**config.mk**
```make
export PLATFORM = sky130hd
export DESIGN_NAME = neopixel_frame_builder_flat
export DESIGN_NICKNAME = d
export VERILOG_FILES = /design/src/rtl/neopixel_frame_builder_if.sv /design/src/rtl/neopixel_frame_builder.sv /design/src/flat_wrapper.sv
export SDC_FILE = /design/constraint.sdc
export NUM_CORES = 2
export LEC_CHECK = 0
export BUFFER_PORTS_ARGS = -buffer_cell sky130_fd_sc_hd__buf_2
export CORE_MARGIN = 1
export CORE_UTILIZATION = 50
export CTS_CLUSTER_SIZE = 24
export DETAILED_ROUTE_END_ITERATION = 6
export PLACE_DENSITY = 0.69
export SYNTH_ARGS = -nofsm -noshare
export SYNTH_HDL_FRONTEND = slang
export SYNTH_SLANG_ARGS = --single-unit
```
**constraint.sdc**
```tcl
create_clock -name clk -period 63.2 [get_ports clk]
set_input_delay 12.64 -clock clk [delete_from_list [all_inputs] [get_ports clk]]
set_output_delay 12.64 -clock clk [all_outputs]
set_load 0.01 [all_outputs]
```
**src/rtl/neopixel_frame_builder_if.sv**
```systemverilog
// rtl/neopixel_frame_builder_if.sv - pixel write, fill, commit and framebuf bundle for neopixel_frame_builder
interface neopixel_frame_builder_if #(
    parameter int NUM_PIXELS = 16,
    parameter int IDX_W      = 4,
    parameter int FB_W       = 24 * NUM_PIXELS
);
    logic             wr_valid;
    logic             wr_ready;
    logic [IDX_W-1:0] wr_index;
    logic [23:0]      wr_rgb;
    logic             fill_req;
    logic [23:0]      fill_rgb;
    logic             commit_req;
    logic [7:0]       brightness;
    logic             busy;
    logic             commit_done;
    logic [FB_W-1:0]  framebuf;

    modport master (
        output wr_valid, wr_index, wr_rgb, fill_req, fill_rgb, commit_req, brightness,
        input  wr_ready, busy, commit_done, framebuf
    );

    modport slave (
        input  wr_valid, wr_index, wr_rgb, fill_req, fill_rgb, commit_req, brightness,
        output wr_ready, busy, commit_done, framebuf
    );
endinterface

```
**src/rtl/neopixel_frame_builder.sv**
```systemverilog
// rtl/neopixel_frame_builder.sv - shadow/active pixel buffer with atomic commit feeding the neopixel serialiser
// Optional feature macro: BRIGHTNESS_EN (global per-channel brightness scaling at write acceptance).
module neopixel_frame_builder #(
    parameter int NUM_PIXELS = 16,
    parameter int IDX_W      = 4,
    parameter int FB_W       = 24 * NUM_PIXELS
) (
    input  logic                     clk,
    input  logic                     rst,
    neopixel_frame_builder_if.slave  bus
);
    localparam logic [1:0] ST_IDLE   = 2'd0;
    localparam logic [1:0] ST_FILL   = 2'd1;
    localparam logic [1:0] ST_COMMIT = 2'd2;
    localparam logic [IDX_W-1:0] LAST_IDX = IDX_W'(NUM_PIXELS - 1);

    logic [1:0]       state_q, state_d;
    logic [IDX_W-1:0] cnt_q, cnt_d;
    logic             pending_q, pending_d;
    logic [23:0]      fill_q, fill_d;
    logic             stg_vld_q, stg_vld_d;
    logic [IDX_W-1:0] stg_idx_q, stg_idx_d;
    logic [23:0]      stg_rgb_q, stg_rgb_d;
    logic [FB_W-1:0]  shadow_q, shadow_d;
    logic [FB_W-1:0]  active_q, active_d;
    logic             done_q, done_d;
    logic [23:0]      wr_scaled, fill_scaled;
    logic             accept;

    function automatic logic [7:0] rev8(input logic [7:0] b);
        logic [7:0] r;
        for (int i = 0; i < 8; i++) r[i] = b[7-i];
        return r;
    endfunction

    // Pixel word as the serialiser wants it: bytes G,R,B from the low end, each LSB-first.
    function automatic logic [23:0] to_wire(input logic [23:0] rgb);
        return {rev8(rgb[7:0]), rev8(rgb[23:16]), rev8(rgb[15:8])};
    endfunction

`ifdef BRIGHTNESS_EN
    function automatic logic [7:0] scale8(input logic [7:0] c, input logic [7:0] b);
        logic [15:0] prod;
        prod = {8'd0, c} * ({8'd0, b} + 16'd1);
        return prod[15:8];
    endfunction

    function automatic logic [23:0] scale(input logic [23:0] rgb, input logic [7:0] b);
        return {scale8(rgb[23:16], b), scale8(rgb[15:8], b), scale8(rgb[7:0], b)};
    endfunction

    assign wr_scaled   = scale(bus.wr_rgb, bus.brightness);
    assign fill_scaled = scale(bus.fill_rgb, bus.brightness);
`else
    logic unused_brightness;
    assign unused_brightness = ^bus.brightness;
    assign wr_scaled   = bus.wr_rgb;
    assign fill_scaled = bus.fill_rgb;
`endif

    assign accept = bus.wr_valid && (state_q == ST_IDLE);

    always_comb begin
        state_d   = state_q;
        cnt_d     = cnt_q;
        pending_d = pending_q;
        fill_d    = fill_q;
        case (state_q)
            ST_IDLE: begin
                if (bus.fill_req) begin
                    state_d   = ST_FILL;
                    cnt_d     = '0;
                    pending_d = bus.commit_req;
                    fill_d    = fill_scaled;
                end else if (bus.commit_req) begin
                    state_d = ST_COMMIT;
                end
            end
            ST_FILL: begin
                cnt_d = cnt_q + 1'b1;
                if (bus.commit_req) pending_d = 1'b1;
                if (cnt_q == LAST_IDX) begin
                    cnt_d   = '0;
                    state_d = (pending_q || bus.commit_req) ? ST_COMMIT : ST_IDLE;
                end
            end
            ST_COMMIT: begin
                pending_d = 1'b0;
                state_d   = ST_IDLE;
            end
            default: state_d = ST_IDLE;
        endcase
    end

    // Fill traffic owns the stage while filling; client writes can only land in IDLE.
    always_comb begin
        stg_vld_d = 1'b0;
        stg_idx_d = stg_idx_q;
        stg_rgb_d = stg_rgb_q;
        if (state_q == ST_FILL) begin
            stg_vld_d = 1'b1;
            stg_idx_d = cnt_q;
            stg_rgb_d = fill_q;
        end else if (accept) begin
            stg_vld_d = 1'b1;
            stg_idx_d = bus.wr_index;
            stg_rgb_d = wr_scaled;
        end
    end

    // Out-of-range indices match no pixel slot and simply retire without effect.
    always_comb begin
        shadow_d = shadow_q;
        for (int p = 0; p < NUM_PIXELS; p++) begin
            if (stg_vld_q && (stg_idx_q == IDX_W'(p)))
                shadow_d[24*p +: 24] = to_wire(stg_rgb_q);
        end
    end

    assign active_d = (state_q == ST_COMMIT) ? shadow_d : active_q;
    assign done_d   = (state_q == ST_COMMIT);

    always_ff @(posedge clk or posedge rst) begin
        if (rst) begin
            state_q   <= ST_IDLE;
            cnt_q     <= '0;
            pending_q <= 1'b0;
            fill_q    <= '0;
            stg_vld_q <= 1'b0;
            stg_idx_q <= '0;
            stg_rgb_q <= '0;
            shadow_q  <= '0;
            active_q  <= '0;
            done_q    <= 1'b0;
        end else begin
            state_q   <= state_d;
            cnt_q     <= cnt_d;
            pending_q <= pending_d;
            fill_q    <= fill_d;
            stg_vld_q <= stg_vld_d;
            stg_idx_q <= stg_idx_d;
            stg_rgb_q <= stg_rgb_d;
            shadow_q  <= shadow_d;
            active_q  <= active_d;
            done_q    <= done_d;
        end
    end

    assign bus.wr_ready    = (state_q == ST_IDLE);
    assign bus.busy        = (state_q != ST_IDLE) || pending_q;
    assign bus.commit_done = done_q;
    assign bus.framebuf    = active_q;
endmodule

```
**src/flat_wrapper.sv**
```systemverilog
// flat-port wrapper written by rule: the top's interface ports become plain ports
module neopixel_frame_builder_flat 
#(
    parameter int NUM_PIXELS = 16,
    parameter int IDX_W      = 4,
    parameter int FB_W       = 24 * NUM_PIXELS
)
  (clk, rst, bus_wr_valid, bus_wr_index, bus_wr_rgb, bus_fill_req, bus_fill_rgb, bus_commit_req, bus_brightness, bus_wr_ready, bus_busy, bus_commit_done, bus_framebuf);
  neopixel_frame_builder_if #(.NUM_PIXELS(NUM_PIXELS), .IDX_W(IDX_W), .FB_W(FB_W)) bus_i ();
  input  logic clk;
  input  logic rst;
  input wire logic [$bits(bus_i.wr_valid)-1:0] bus_wr_valid;
  input wire logic [$bits(bus_i.wr_index)-1:0] bus_wr_index;
  input wire logic [$bits(bus_i.wr_rgb)-1:0] bus_wr_rgb;
  input wire logic [$bits(bus_i.fill_req)-1:0] bus_fill_req;
  input wire logic [$bits(bus_i.fill_rgb)-1:0] bus_fill_rgb;
  input wire logic [$bits(bus_i.commit_req)-1:0] bus_commit_req;
  input wire logic [$bits(bus_i.brightness)-1:0] bus_brightness;
  output wire logic [$bits(bus_i.wr_ready)-1:0] bus_wr_ready;
  output wire logic [$bits(bus_i.busy)-1:0] bus_busy;
  output wire logic [$bits(bus_i.commit_done)-1:0] bus_commit_done;
  output wire logic [$bits(bus_i.framebuf)-1:0] bus_framebuf;
  assign bus_i.wr_valid = bus_wr_valid;
  assign bus_i.wr_index = bus_wr_index;
  assign bus_i.wr_rgb = bus_wr_rgb;
  assign bus_i.fill_req = bus_fill_req;
  assign bus_i.fill_rgb = bus_fill_rgb;
  assign bus_i.commit_req = bus_commit_req;
  assign bus_i.brightness = bus_brightness;
  assign bus_wr_ready = bus_i.wr_ready;
  assign bus_busy = bus_i.busy;
  assign bus_commit_done = bus_i.commit_done;
  assign bus_framebuf = bus_i.framebuf;
  neopixel_frame_builder #(.NUM_PIXELS(NUM_PIXELS), .IDX_W(IDX_W), .FB_W(FB_W)) u_core (.clk(clk), .rst(rst), .bus(bus_i));
endmodule
```
==> metrics.md <==
| Metric | Value |
|---|---|
| Cell breakdown of the critical path | `buf_2 > inv_8 > buf_4 > buf_4 > buf_4` |
| Routed Antenna Nets | `0` |
| Pleak | `18.2 nW` |
| Die Wd | `between 200 and 300 µm` |
| Clk_lat worst skew | `640 ps` |
| Slowest Stage Delay on Critical Path | `about 900 ps` |
| Worst Path Max Fanout | `about 130` |
| Outcome | `finished clean` |
| Layout Area Growth over Synthesis | `18.0%` |
| CP endpoint kind | `async pin` |
| Sw power | `0.873 mW` |
| TritonCTS buffer count | `84` |
| Yosys warning count | `0` |
| Effective utilization at floorplan | `0.508` |
| Number of synthesized flops with an enable pin | `0` |
| CP startpoint kind | `primary input` |
| Routability cong. | `between 0.8 and 0.9` |
| # nets final | `3352` |
| WP buf/inv | `5` |
| Total negative slack | `0 ps` |
| Peak supply drop | `approximately 0.03 mV` |
| Top_reg_cell synth | `dfrtp_1` |
| First-pass DRT Iterations | `7` |
| Commonest non-fill, non-tap cell in the layout | `dfrtp_1` |
| CTS clk-pin slew, worst paths | `approximately 60 ps` |
| Sw Ratio | `0.382` |
| IO buf count | `443` |
| Worst Clk Skew | `around 30 ps` |
| Layout cell share with drive strength beyond 1 | `0.229` |
| CTS tree | `built` |
| Hold_buf cts | `0` |
| Cell area after placement | `about 0.035 mm²` |
| Max Clock Freq | `0.0648 GHz` |
| Power share of the combinational group | `0.363` |
| Clock power frac | `0.239` |
| Vias in the first global route | `~24k` |
| Int Power | `1.41 mW` |
| Avg Inst Size Synth | `roughly 11 µm²` |
| Site row count | `between 90 and 100` |
| Clk root buf | `clkbuf_16` |
| Crit-path leading delay family | `buffers and inverters` |
| Detailed placer's ending HPWL | `slightly below 60 mm` |
| Crit Path Class | `in2async` |
| Wirelength per Cell | `22.4 µm` |
| Worst EP required | `around 64000 ps` |
| Num ports | `452` |
| Total gr overflow | `0` |
| Fin crit period | `between 15000 and 20000 ps` |
| CTS Buffer Depth | `3` |
| Vias per inst | `about 5.7` |
| #FFs+latches synth | `between 800 and 900` |
| Clk sinks | `~830` |
| Core area | `~0.063 mm²` |
| Worst Tran Pin Value | `between 1000 and 1500 ps` |
| Max transition margin | `0.0909` |
| Final worst-path cycle share | `0.244` |
| Routed wire length | `94.1 mm` |
| Max cap viols | `0` |
| Sequential fraction of the synthesis area | `0.645` |
| GRT Overall Usage | `0.288` |
| Via count | `approximately 24k` |
| Worst path most repeated cell | `buf_4` |
| Final Cell Area | `approximately 0.038 mm²` |
| Slowest cell on the critical path | `buf_4` |
| First-pass GRT wire length | `roughly 140 mm` |
| Initial antenna violation count | `4` |
| Number of setup buffers added after CTS | `0` |
| Sequential power share | `0.398` |
| Hold crit path type | `reg2reg` |
| # setup viols final | `0` |
| Syn_nets | `around 3.0k` |
| Synth unique cells | `36` |
| RSZ-0062 raised after global routing | `no` |
| Htree depth | `3` |
| Cell area after synthesis | `0.0321 mm²` |
| Area of the multi-input gates | `roughly 0.010 mm²` |
| DR iter-0 viols | `between 2k and 2.5k` |
| Die Y | `approximately 260 µm` |
| Final max-slew violation count | `0` |
| Synth Instances | `between 2k and 3k` |
| P per Cell Area | `about 60 mW/mm²` |
| Worst path arrival time | `16080 ps` |
| Commonest non-fill, non-tap cells in the layout | `dfrtp_1 (827), nand2_1 (548), buf_2 (443)` |
| Reg area | `slightly above 0.02 mm²` |
| Asr flop ratio synth | `1.00` |
| Final Hold Fails | `0` |
| Fillers | `5160` |
| Pin count of the biggest net entering global routing | `between 200 and 250` |
| DRC Markers | `0` |
| Die area | `about 0.065 mm²` |
| # resized after CTS | `0` |
metrics by stage:
step,hold WS (ps),util,std cells,setup slack [ps],total power [mW]
6_report,471,0.599,4199,47760,2.29
5_1_grt,487,0.599,4197,47180,2.42
4_1_cts,470,0.599,4195,47630,2.29
3_5_place_dp,457,0.551,4041,46960,1.74
3_3_place_gp,445,0.551,4041,47110,1.70
2_1_floorplan,433,-,2931,27270,1.40
final timing paths:
| path | start | end | slack (ps) | cells after the start |
|---|---|---|---|---|
| hold / removal | u_core.shadow_q[140] | u_core.shadow_q[140] | 470 | 2 |
| max in group clk | u_core.state_q[0] | bus_busy | 48800 | 4 |
| setup / recovery | rst | u_core.bus.framebuf[255] | 47760 | 5 |
| hold reg to reg | u_core.shadow_q[140] | u_core.shadow_q[140] | 470 | 2 |
| setup reg to reg | u_core.state_q[0] | u_core.bus.framebuf[377] | 59160 | 5 |
| min in group asynchronous | rst | u_core.shadow_q[320] | 12190 | 2 |
synthesized netlist by cell type, types with 2 or more instances:
| cell type | n | area (µm²) |
|---|---|---|
| dfrtp_1 | 829 | 20700 |
| nand2_1 | 549 | 2060 |
| nor2_1 | 292 | 1100 |
| o21ai_0 | 222 | 1110 |
| a21oi_1 | 195 | 976 |
| o21a_1 | 192 | 1440 |
| clkbuf_1 | 142 | 533 |
| mux2_2 | 121 | 1360 |
| a31oi_1 | 97 | 607 |
| o2bb2ai_1 | 86 | 753 |
| buf_2 | 63 | 315 |
| nand3_1 | 52 | 260 |
| mux2i_1 | 29 | 290 |
| o2bb2ai_2 | 10 | 150 |
| buf_1 | 6 | 22.5 |
| ha_1 | 6 | 75.1 |
| buf_6 | 5 | 56.3 |
| buf_4 | 4 | 30.0 |
| inv_1 | 4 | 15.0 |
| nand2b_1 | 3 | 18.8 |
| nand3_2 | 3 | 30.0 |
| nor2b_1 | 3 | 18.8 |
| a22o_1 | 2 | 17.5 |
| and3b_1 | 2 | 17.5 |
| nand3b_1 | 2 | 15.0 |
| nor3_2 | 2 | 20.0 |
power by group through the flow:
stage,combinational [mW],sequential [mW],clock [mW]
after floorplan,0.485,0.920,0
after global placement,0.799,0.906,0
after detailed placement,0.826,0.914,0
after CTS,0.832,0.908,0.554
after global routing,0.910,0.932,0.574
final,0.829,0.910,0.548
area by class of cell:
class	count	area share
flip-flops and latches	829	0.547
clock inverters	28	0.0148
multi-input cells	1878	0.276
inverters	4	0.000594
diodes	4	0.000264
repair buffers	484	0.0675
well taps	846	0.0279
clock buffers	126	0.0662
kinds of logic (layout without fill, tap and decap cells):
group / Yosys count / in the layout / synth area share
multiplexers: 150 / 150 / 0.0514
flip-flops: 829 / 829 / 0.645
adder cells (fa/ha/maj): 6 / 6 / 0.00234
AO/OA/AOI/OAI: 807 / 807 / 0.158
other: 0 / 4 / 0
buffers and inverters: 224 / 642 / 0.0302
AND/OR/NAND/NOR: 915 / 915 / 0.113
sequential cells by signal (all words and copies together), names as in the netlist:
| name | flops |
|---|---|
| u_core.fill_q | 24 |
| u_core.shadow_q | 384 |
| u_core.state_q | 2 |
| u_core.bus.commit_done | 1 |
| u_core.pending_q | 1 |
| u_core.stg_rgb_q | 24 |
| u_core.bus.framebuf | 384 |
| u_core.cnt_q | 4 |
| u_core.stg_idx_q | 4 |
| u_core.stg_vld_q | 1 |
worst register-to-register path, stage by stage, from the launching register on:
cell	delay (ps)
dfrtp_1	400
inv_1	180
ha_4	850
buf_12	840
buf_4	1150
mux2_2	530
layer usage:
layer | vias up | track usage | wire length, µm
met5 | - | 0 | 23
met4 | 4 | 0.123 | 3660
met3 | 177 | 0.0592 | 6470
met2 | 819 | 0.445 | 43800
met1 | 12200 | 0.397 | 40200
li1 | 10800 | - | -
Note: power is estimated with default switching activity, not from simulation.
